$ cat config.mk
export PLATFORM = sky130hd
export DESIGN_NAME = ex_div_stage
export DESIGN_NICKNAME = d
export VERILOG_FILES = /design/src/rtl/ex_div_stage.sv
export SDC_FILE = /design/constraint.sdc
export NUM_CORES = 1
export LEC_CHECK = 0
export CORE_MARGIN = 2
export CORE_UTILIZATION = 45
export CTS_CLUSTER_DIAMETER = 150
export CTS_CLUSTER_SIZE = 12
export DETAILED_ROUTE_END_ITERATION = 10
export GPL_TIMING_DRIVEN = 0
export PLACE_DENSITY = 0.78
export SETUP_SLACK_MARGIN = 0.05
export SLEW_MARGIN = 20
export SYNTH_ARGS = -nofsm -noshare
export SYNTH_HDL_FRONTEND = slang
export SYNTH_SLANG_ARGS = --single-unit
export TNS_END_PERCENT = 1
$ cat constraint.sdc
create_clock -name clk -period 5.1 [get_ports clk]
set_clock_uncertainty 0.05 [all_clocks]
set_input_delay 0.765 -clock clk [delete_from_list [all_inputs] [get_ports clk]]
set_output_delay 0.765 -clock clk [all_outputs]
set_load 0.005 [all_outputs]
$ cat src/rtl/ex_div_stage.sv
`default_nettype none
// ============================================================================
// Module   : ex_div_stage
// Purpose  : Execute stage with a single-cycle logic/arithmetic unit and a
//            32-cycle restoring divider (DIV/DIVU) that stalls the front of
//            the pipeline and posts quotient/remainder to HI/LO.
// Revision : 1.0 - initial release
// ============================================================================
module ex_div_stage (
  input  logic        clk,
  input  logic        rst,
  input  logic [31:0] ex_reg1,
  input  logic [31:0] ex_reg2,
  input  logic [4:0]  ex_waddr,
  input  logic        ex_reg_w_i,
  input  logic [2:0]  alusel_i,
  input  logic [7:0]  aluop_i,
  input  logic        annul_i,
  output logic [31:0] wdata_o,
  output logic [4:0]  waddr_o,
  output logic        reg_w_o,
  output logic [31:0] hi_o,
  output logic [31:0] lo_o,
  output logic        whilo_o,
  output logic        stallreq_o
);

  localparam logic [2:0] SEL_LOGIC = 3'b001;
  localparam logic [2:0] SEL_ARITH = 3'b010;

  localparam logic [7:0] OP_AND  = 8'h24;
  localparam logic [7:0] OP_OR   = 8'h25;
  localparam logic [7:0] OP_XOR  = 8'h26;
  localparam logic [7:0] OP_NOR  = 8'h27;
  localparam logic [7:0] OP_ADDU = 8'h21;
  localparam logic [7:0] OP_SUBU = 8'h23;
  localparam logic [7:0] OP_SLT  = 8'h2A;
  localparam logic [7:0] OP_DIV  = 8'h1A;
  localparam logic [7:0] OP_DIVU = 8'h1B;

  localparam logic [4:0] LAST_ITER = 5'd31;

  typedef enum logic [1:0] {
    IDLE     = 2'd0,
    DIV_ZERO = 2'd1,
    DIV_ON   = 2'd2,
    DIV_END  = 2'd3
  } div_state_t;

  div_state_t  state;
  div_state_t  state_nxt;

  // Divider working registers: quo doubles as the dividend shift register.
  logic [31:0] quo;
  logic [31:0] rem;
  logic [31:0] divr;
  logic [4:0]  cnt;
  logic        neg_quo;
  logic        neg_rem;

  // Architecturally visible HI/LO copy held between divides.
  logic [31:0] hi_hold;
  logic [31:0] lo_hold;

  logic        op_is_div;
  logic        op_signed;
  logic [31:0] mag_a;
  logic [31:0] mag_b;
  logic [32:0] shifted;
  logic [32:0] diff;
  logic [31:0] quo_final;
  logic [31:0] rem_final;
  logic [31:0] alu_result;
  logic        alu_valid;

  assign op_is_div = (aluop_i == OP_DIV) || (aluop_i == OP_DIVU);
  assign op_signed = (aluop_i == OP_DIV);

  // Magnitudes for signed divide; 0x80000000 maps onto itself, which is the
  // correct unsigned magnitude.
  assign mag_a = (op_signed && ex_reg1[31]) ? (~ex_reg1 + 32'd1) : ex_reg1;
  assign mag_b = (op_signed && ex_reg2[31]) ? (~ex_reg2 + 32'd1) : ex_reg2;

  // One restoring step: a clear bit 32 of diff means the trial subtract fit.
  assign shifted = {rem, quo[31]};
  assign diff    = shifted - {1'b0, divr};

  assign quo_final = neg_quo ? (~quo + 32'd1) : quo;
  assign rem_final = neg_rem ? (~rem + 32'd1) : rem;

  // Single-cycle logic and arithmetic result; unlisted sel/op pairs give 0.
  always_comb begin
    alu_result = '0;
    alu_valid  = 1'b0;
    if (alusel_i == SEL_LOGIC) begin
      case (aluop_i)
        OP_AND:  begin alu_result = ex_reg1 & ex_reg2;    alu_valid = 1'b1; end
        OP_OR:   begin alu_result = ex_reg1 | ex_reg2;    alu_valid = 1'b1; end
        OP_XOR:  begin alu_result = ex_reg1 ^ ex_reg2;    alu_valid = 1'b1; end
        OP_NOR:  begin alu_result = ~(ex_reg1 | ex_reg2); alu_valid = 1'b1; end
        default: begin alu_result = '0;                   alu_valid = 1'b0; end
      endcase
    end else if (alusel_i == SEL_ARITH) begin
      case (aluop_i)
        OP_ADDU: begin alu_result = ex_reg1 + ex_reg2; alu_valid = 1'b1; end
        OP_SUBU: begin alu_result = ex_reg1 - ex_reg2; alu_valid = 1'b1; end
        OP_SLT:  begin
          alu_result = {31'd0, ($signed(ex_reg1) < $signed(ex_reg2))};
          alu_valid  = 1'b1;
        end
        default: begin alu_result = '0; alu_valid = 1'b0; end
      endcase
    end
  end

  // Divider state register.
  always_ff @(posedge clk) begin
    if (rst) begin
      state <= IDLE;
    end else begin
      state <= state_nxt;
    end
  end

  // Next-state and output decode; reset and annul override everything.
  always_comb begin
    state_nxt  = state;
    wdata_o    = alu_result;
    waddr_o    = ex_waddr;
    reg_w_o    = alu_valid & ex_reg_w_i;
    hi_o       = hi_hold;
    lo_o       = lo_hold;
    whilo_o    = 1'b0;
    stallreq_o = 1'b0;
    if (rst) begin
      state_nxt = IDLE;
      wdata_o   = '0;
      waddr_o   = '0;
      reg_w_o   = 1'b0;
      hi_o      = '0;
      lo_o      = '0;
    end else if (annul_i) begin
      state_nxt = IDLE;
      reg_w_o   = 1'b0;
    end else begin
      case (state)
        IDLE: begin
          if (op_is_div) begin
            stallreq_o = 1'b1;
            state_nxt  = (ex_reg2 == '0) ? DIV_ZERO : DIV_ON;
          end
        end
        DIV_ZERO: begin
          stallreq_o = 1'b1;
          state_nxt  = DIV_END;
        end
        DIV_ON: begin
          stallreq_o = 1'b1;
          if (cnt == LAST_ITER) begin
            state_nxt = DIV_END;
          end
        end
        DIV_END: begin
          whilo_o   = 1'b1;
          reg_w_o   = 1'b0;
          hi_o      = rem_final;
          lo_o      = quo_final;
          state_nxt = IDLE;
        end
        default: state_nxt = IDLE;
      endcase
    end
  end

  // Divider datapath: latch operands on start, iterate, then commit HI/LO.
  always_ff @(posedge clk) begin
    if (rst) begin
      quo     <= '0;
      rem     <= '0;
      divr    <= '0;
      cnt     <= '0;
      neg_quo <= 1'b0;
      neg_rem <= 1'b0;
      hi_hold <= '0;
      lo_hold <= '0;
    end else if (!annul_i) begin
      case (state)
        IDLE: begin
          if (op_is_div) begin
            cnt <= '0;
            if (ex_reg2 == '0) begin
              // Divide by zero: fixed quotient, raw dividend as remainder.
              quo     <= 32'hFFFF_FFFF;
              rem     <= ex_reg1;
              divr    <= '0;
              neg_quo <= 1'b0;
              neg_rem <= 1'b0;
            end else begin
              quo     <= mag_a;
              rem     <= '0;
              divr    <= mag_b;
              neg_quo <= op_signed & (ex_reg1[31] ^ ex_reg2[31]);
              neg_rem <= op_signed & ex_reg1[31];
            end
          end
        end
        DIV_ON: begin
          quo <= {quo[30:0], ~diff[32]};
          rem <= diff[32] ? shifted[31:0] : diff[31:0];
          cnt <= cnt + 5'd1;
        end
        DIV_END: begin
          hi_hold <= rem_final;
          lo_hold <= quo_final;
        end
        default: ;
      endcase
    end
  end

endmodule
`default_nettype wire

==> impl_metrics.toml, run 1 <==
[status]
status = "finished clean"

[pwr]
ir_drop_v = 0.000239
cellLeakagePower_nw = 7.76
p_per_area_nw_per_um2 = 189

[timing]
tns_ps = 0
slew_headroom_pct = 31.9
setup_violations = 0
whs_ps = 411
finalCriticalPeriod_ps = 5040
timing.final.crit_share_pct = 98.9
rsz0062_at_grt = "yes"
worst_slew_pin_slew_ps = 1010
drv_slew = 0
fmax_ghz = 0.198
finalHoldViolCount = 0

[route]
via_per_inst = 6.37
dr.pass1.iters = 9
wl_met1_um = 27100
drt_iter0_markers = 2049
post-route-drc-count = 0
finalWirelength_um = 68700
via_count = 18505
route.met3.wl_um = 6430
final_antenna_net_count = 0
wl_met2_um = 31700
wl_per_cell_um = 23.7
top_layer = "met4"

[clock_tree]
cts_root_buffer = "clkbuf_16"
cts_sinks = 169
cts_htree_levels = 4
clock_path_buffers = 2
cts_buffers = 17
cts_tree = "yes"
clk_latency_ps = 450
cts.clk_slew.worst_paths_ps = 70
postCtsHoldBufs = 0

[finish]
syn2layout_area_growth_pct = 21.5
stdcell_count = 2903
utilization_pct = 55.7
drive_gt1_share_pct = 9.13
layout.nets = 2661
stdcell_area_um2 = 19900
diodes = 0

[critical_path]
cp.required_ps = 4280
path_max_fanout = 8
worstPathArrival_ps = 4230
worstSetupStartpointType = "primary input"
cp-end-kind = "primary output"
worstSetupPathType = "primary input to primary output"

[logic_synthesis]
avgSynthCellArea_um2 = 7.31
synth_top_area_share_pct = 20.7
yosysTopAreaCell = "dfxtp_1"
synth_simple_gate_area_share_pct = 18.9
synth_top_family_by_area = "compound AO/OA/AOI/OAI gates"
synth_area_leaders = "dfxtp_1 (21%), ha_1 (11%), a21oi_1 (6.1%)"
synth_mux_area_share_pct = 2.69
ys_ff_latch = 169
ys_warn_count = 0
ys_seq_area_share_pct = 20.7
syn_nets = 2468
synth_edf_count = 0
synthXorXnorAreaFrac_pct = 9.32
synth-compound-area-share_pct = 29.8
syn_inst = 2237
synthArstFlopShare_pct = 0
synth_adder_area_share_pct = 11.4
synth.distinct_cells = 82
synth_area_um2 = 16400
ys.flop_type = "dfxtp_1"

[global_route]
overflow = 0
antenna_found_initial = 0
grt_pass1_vias = 17601
grt_usage_pct = 34.9
grt_max_degree = 17
grt_pass1_wl_um = 103000

[place]
dp_hpwl_um = 54800
port_buffers = 184
gp_congestion = 1.06
place_area_um2 = 18800
dp.cells = 2882

[die]
core_area_um2 = 35700
die_h_um = 195
top_level_ports = 188
rows = 69
dieWidth_um = 195
start_util_pct = 45.9
die_area_um2 = 37900

[min_path]
hold_class = "register to register"

[job]
max_cap_viol_count = 0
-- metal layers --
| metal | GRT usage [%] | up-vias |
|---|---|---|
| met2 | 58.9 | 1089 |
| met4 | 16.4 | 0 |
| li1 | - | 8446 |
| met5 | 0 | - |
| met1 | 43.5 | 8744 |
| met3 | 5.85 | 226 |
-- worst paths after layout --
check / slack [ps] / from / depth (start not counted) / end
setup / recovery: 60 / ex_reg2[2] / 14 / wdata_o[29]
hold / removal: 410 / hi_hold[0] / 2 / hi_hold[0]
setup reg to reg: 730 / rem[0] / 13 / rem[0]
hold reg to reg: 410 / hi_hold[0] / 2 / hi_hold[0]
-- sequential cells by signal (all words and copies together), names as in the netlist --
name     cells
rem         32
divr        32
lo_hold     32
neg_quo      1
state        2
cnt          5
neg_rem      1
quo         32
hi_hold     32
-- layout by cell type, fill, tap and decap left out, types with 46 or more instances in the layout --
master           instances
nor2_1                 239
a211oi_1                95
nor3_1                  46
nand2_1                163
clkdlybuf4s50_1        130
a21oi_1                184
ha_1                   119
inv_1                  150
clkbuf_1                99
o21ai_0                134
dfxtp_1                169
xor2_1                  61
xnor2_1                113
-- cell families (layout without fill, tap and decap cells) --
family | count (synthesis) | after routing
AOI/OAI and AO/OA | 743 | 743
xor gates and xnor gates | 174 | 174
adders and majority gates | 147 | 147
buffers and inverters | 306 | 511
DFF | 169 | 169
muxes | 42 | 42
and+or+nand+nor | 656 | 656
-- worst max-delay path, stage by stage --
cell,delay [ps]
clkdlybuf4s15_2,340
inv_2,120
ha_4,340
nand4_1,150
a311o_1,420
o211ai_1,230
buf_4,180
a31oi_4,130
nor4_2,270
o21ai_1,130
a211oi_1,240
a21oi_1,80
a311oi_2,280
clkdlybuf4s50_1,550
-- area by class of cell --
cell class                      instances  area, µm²
Buffer                                130        546
Clock buffer                           18        439
Clock inverter                         13        159
Fill cell                            3423      15800
Inverter                              160        602
Multi-Input combinational cell       1762      12300
Sequential cell                       169       3380
Tap cell                              461        577
Timing Repair Buffer                  190       1820
-- synthesized netlist by cell type (all sizes together) (19+ instances only) --
| cell type | n |
|---|---|
| a211oi | 102 |
| a21o | 27 |
| a21oi | 200 |
| a221oi | 25 |
| a22oi | 19 |
| a31oi | 21 |
| buf | 22 |
| clkbuf | 124 |
| dfxtp | 169 |
| ha | 144 |
| inv | 159 |
| mux2i | 26 |
| nand2 | 165 |
| nand3 | 38 |
| nand4 | 19 |
| nor2 | 243 |
| nor2b | 19 |
| nor3 | 52 |
| nor4 | 22 |
| o21ai | 146 |
| o21bai | 20 |
| o221ai | 28 |
| o31ai | 37 |
| o41ai | 20 |
| or4 | 20 |
| xnor2 | 113 |
| xor2 | 61 |
-- per-stage QoR --
stage	setup slack (ps)	power (mW)
5_1_grt	-52.4	3.85
3_5_place_dp	-1350	2.31
6_report	55.2	3.75
4_1_cts	-135	3.68
2_1_floorplan	977	1.95
3_3_place_gp	-1370	2.31
-- repair_timing --
action	CTS	global route
pin swaps	13	19
gates resized for setup	172	112
endpoints found under the setup margin	36	27
buffers inserted	4	2
-- power by group --
part / internal, mW / switching [mW]
sequential: 1.32 / 0.00404
combinational: 0.395 / 0.674
clock: 0.748 / 0.606
total: 2.46 / 1.28
No activity file was read; power rests on OpenSTA's default activity.
==> run 2: changes to the inputs <==
CAP_MARGIN = 20   (was not set)
CORE_MARGIN = 3   (was 2)
CORE_UTILIZATION = 50   (was 45)
PLACE_DENSITY = 0.84   (was 0.78)
==> run 2 against run 1 <==
The flow now finishes with violations (setup timing); maximum frequency decreased by 1.8%; sequential share of layout area barely moved; setup slack lost 90 ps; largest cell class unchanged; combinational power is essentially flat; critical path type unchanged; routed wire length decreased by 0.69%; critical path depth down 4; via count increased by 0.95%; cell area is 0.18% lower; non-clock buffer count is 3 higher.
==> impl_metrics.toml, run 2 (synthesis gave the netlist of run 1 again) <==
[status]
status = "finished with violations"
violations = "setup timing"

[global_route]
grt_max_degree = 18
grt_usage_pct = 36.9
antenna_found_initial = 3
grt_pass1_wl_um = 102000
grt_pass1_vias = 17918
met1_usage_pct = 44.5
overflow = 0
busiest_layer = "met2"
grt_util_met3_pct = 7.81
grtUsageMet2_pct = 61.8

[finish]
utilization_pct = 62.2
multi_input_area_um2 = 12300
mostFrequentLayoutCell = "nor2_1"
nFillCells = 2903
seq_area_um2 = 3380
layout.nets = 2664
mostFrequentLayoutCells = "nor2_1 (240), a21oi_1 (188), dfxtp_1 (169)"
drive_gt1_share_pct = 8.63
syn2layout_area_growth_pct = 21.3

[timing]
setup_violations = 2
timing.final.crit_share_pct = 101
whs_ps = 409
finalHoldViolCount = 0
fmax_ghz = 0.195
rsz0062_at_grt = "yes"
setup_slack_ps = -35.2
slew_headroom_pct = 28.9
worst_slew_pin_slew_ps = 1060
drv_slew = 0
finalCriticalPeriod_ps = 5140

[clock_tree]
cts_buffers = 17
postCtsHoldBufs = 0
cts_root_buffer = "clkbuf_16"
cts_sinks = 169
cts_tree = "yes"
clock_path_buffers = 2
cts.clk_slew.worst_paths_ps = 70
clk_latency_ps = 450
cts_htree_levels = 4

[route]
via_per_inst = 6.48
wl_per_cell_um = 23.7
final_antenna_net_count = 0
post-route-drc-count = 0
dr.pass1.iters = 8
via_count = 18680
drt_iter0_markers = 2423
finalWirelength_um = 68200

[critical_path]
worstSetupStartpointType = "primary input"
r2r_start = "rem[0]"
r2r_end = "rem[1]"
cpPeakStageDelay_ps = 750
slowest_stage = "or4b_2"
regToRegSetupSlack_ps = 700
r2r_cells = 14
worstPathArrival_ps = 4320
startpoint = "aluop_i[4]"
crit_end = "wdata_o[27]"
crit_chain = "clkdlybuf4s50_1 -> or4b_2 -> nor3_1 -> o21ai_1 -> a21oi_4 -> nand2b_1 -> nand2b_1 -> clkbuf_2 -> o22ai_1 -> clkdlybuf4s50_1"
worstSetupPathType = "primary input to primary output"
path_max_fanout = 10
cp.required_ps = 4280
cp-end-kind = "primary output"

[die]
die_area_um2 = 34900
dieWidth_um = 187
top_level_ports = 188
die_h_um = 187
start_util_pct = 51.3
core_area_um2 = 31900
rows = 65

[min_path]
hold_class = "register to register"

[place]
port_buffers = 184
gp_congestion = 1.04
dp_hpwl_um = 53700

[pwr]
p_per_area_nw_per_um2 = 187
ir_drop_v = 0.000171
cellLeakagePower_nw = 7.75

[job]
max_cap_viol_count = 0
[run 2: final cells by class]
| type | instances | share of cell area [%] |
|---|---|---|
| buffer | 130 | 2.72 |
| antenna | 1 | 0.0126 |
| clock buffer | 18 | 2.21 |
| inverter | 160 | 3.03 |
| tap | 435 | 2.74 |
| clock inverter | 14 | 0.795 |
| timing repair buffer | 193 | 9.52 |
| sequential | 169 | 17.1 |
| multi-input combinational | 1762 | 61.9 |
[run 2: metal layers]
metal / vias up / share of wire, % / wire [µm]
li1: 8447 / - / -
met1: 8727 / 38 / 26000
met2: 1255 / 46 / 31300
met3: 249 / 10 / 7010
met4: 2 / 5.7 / 3910
met5: - / 0.018 / 12
[run 2: how the worst min path moves through the flow]
stage | from | to | slack (ps) | depth (start not counted)
2_1_floorplan | divr[31] | divr[31] | 380 | 2
3_3_place_gp | divr[31] | divr[31] | 400 | 2
3_5_place_dp | divr[31] | divr[31] | 400 | 2
4_1_cts | divr[31] | divr[31] | 410 | 2
5_1_grt | hi_hold[26] | hi_hold[26] | 420 | 2
6_report | hi_hold[30] | hi_hold[30] | 410 | 2
[run 2: worst max-delay path: cells and delay by family]
kind,cells,cell delay (ps)
compound gates,3,730
buf+inv,3,1230
simple gates,4,1590
[run 2: repair_timing]
item,in CTS,in global routing
setup endpoints to repair,33,32
resized for setup,182,67
gates cloned,0,0
endpoints found under the hold margin,0,0
pin swaps,16,15
buffers inserted,8,1
[run 2: power by group]
group          switching [mW]  internal (mW)  total [mW]  leakage (nW)
combinational           0.671          0.397        1.07          6.10
sequential            0.00398           1.32        1.33          1.36
clock                   0.610          0.706        1.32         0.287
[run 2: through the flow]
| stage | instances | setup WS [ps] | TNS (ps) | power (mW) | area (µm²) |
|---|---|---|---|---|---|
| floorplan | 2237 | 977 | 0 | 1.95 | 16400 |
| global placement | 2856 | -1270 | -25050 | 2.31 | 18700 |
| detailed placement | 2856 | -1250 | -25320 | 2.31 | 18700 |
| CTS | 2881 | -19.0 | -37.2 | 3.65 | 19700 |
| global route | 2882 | -122 | -344 | 3.81 | 19800 |
| finish | 2882 | -35.2 | -44.5 | 3.71 | 19800 |
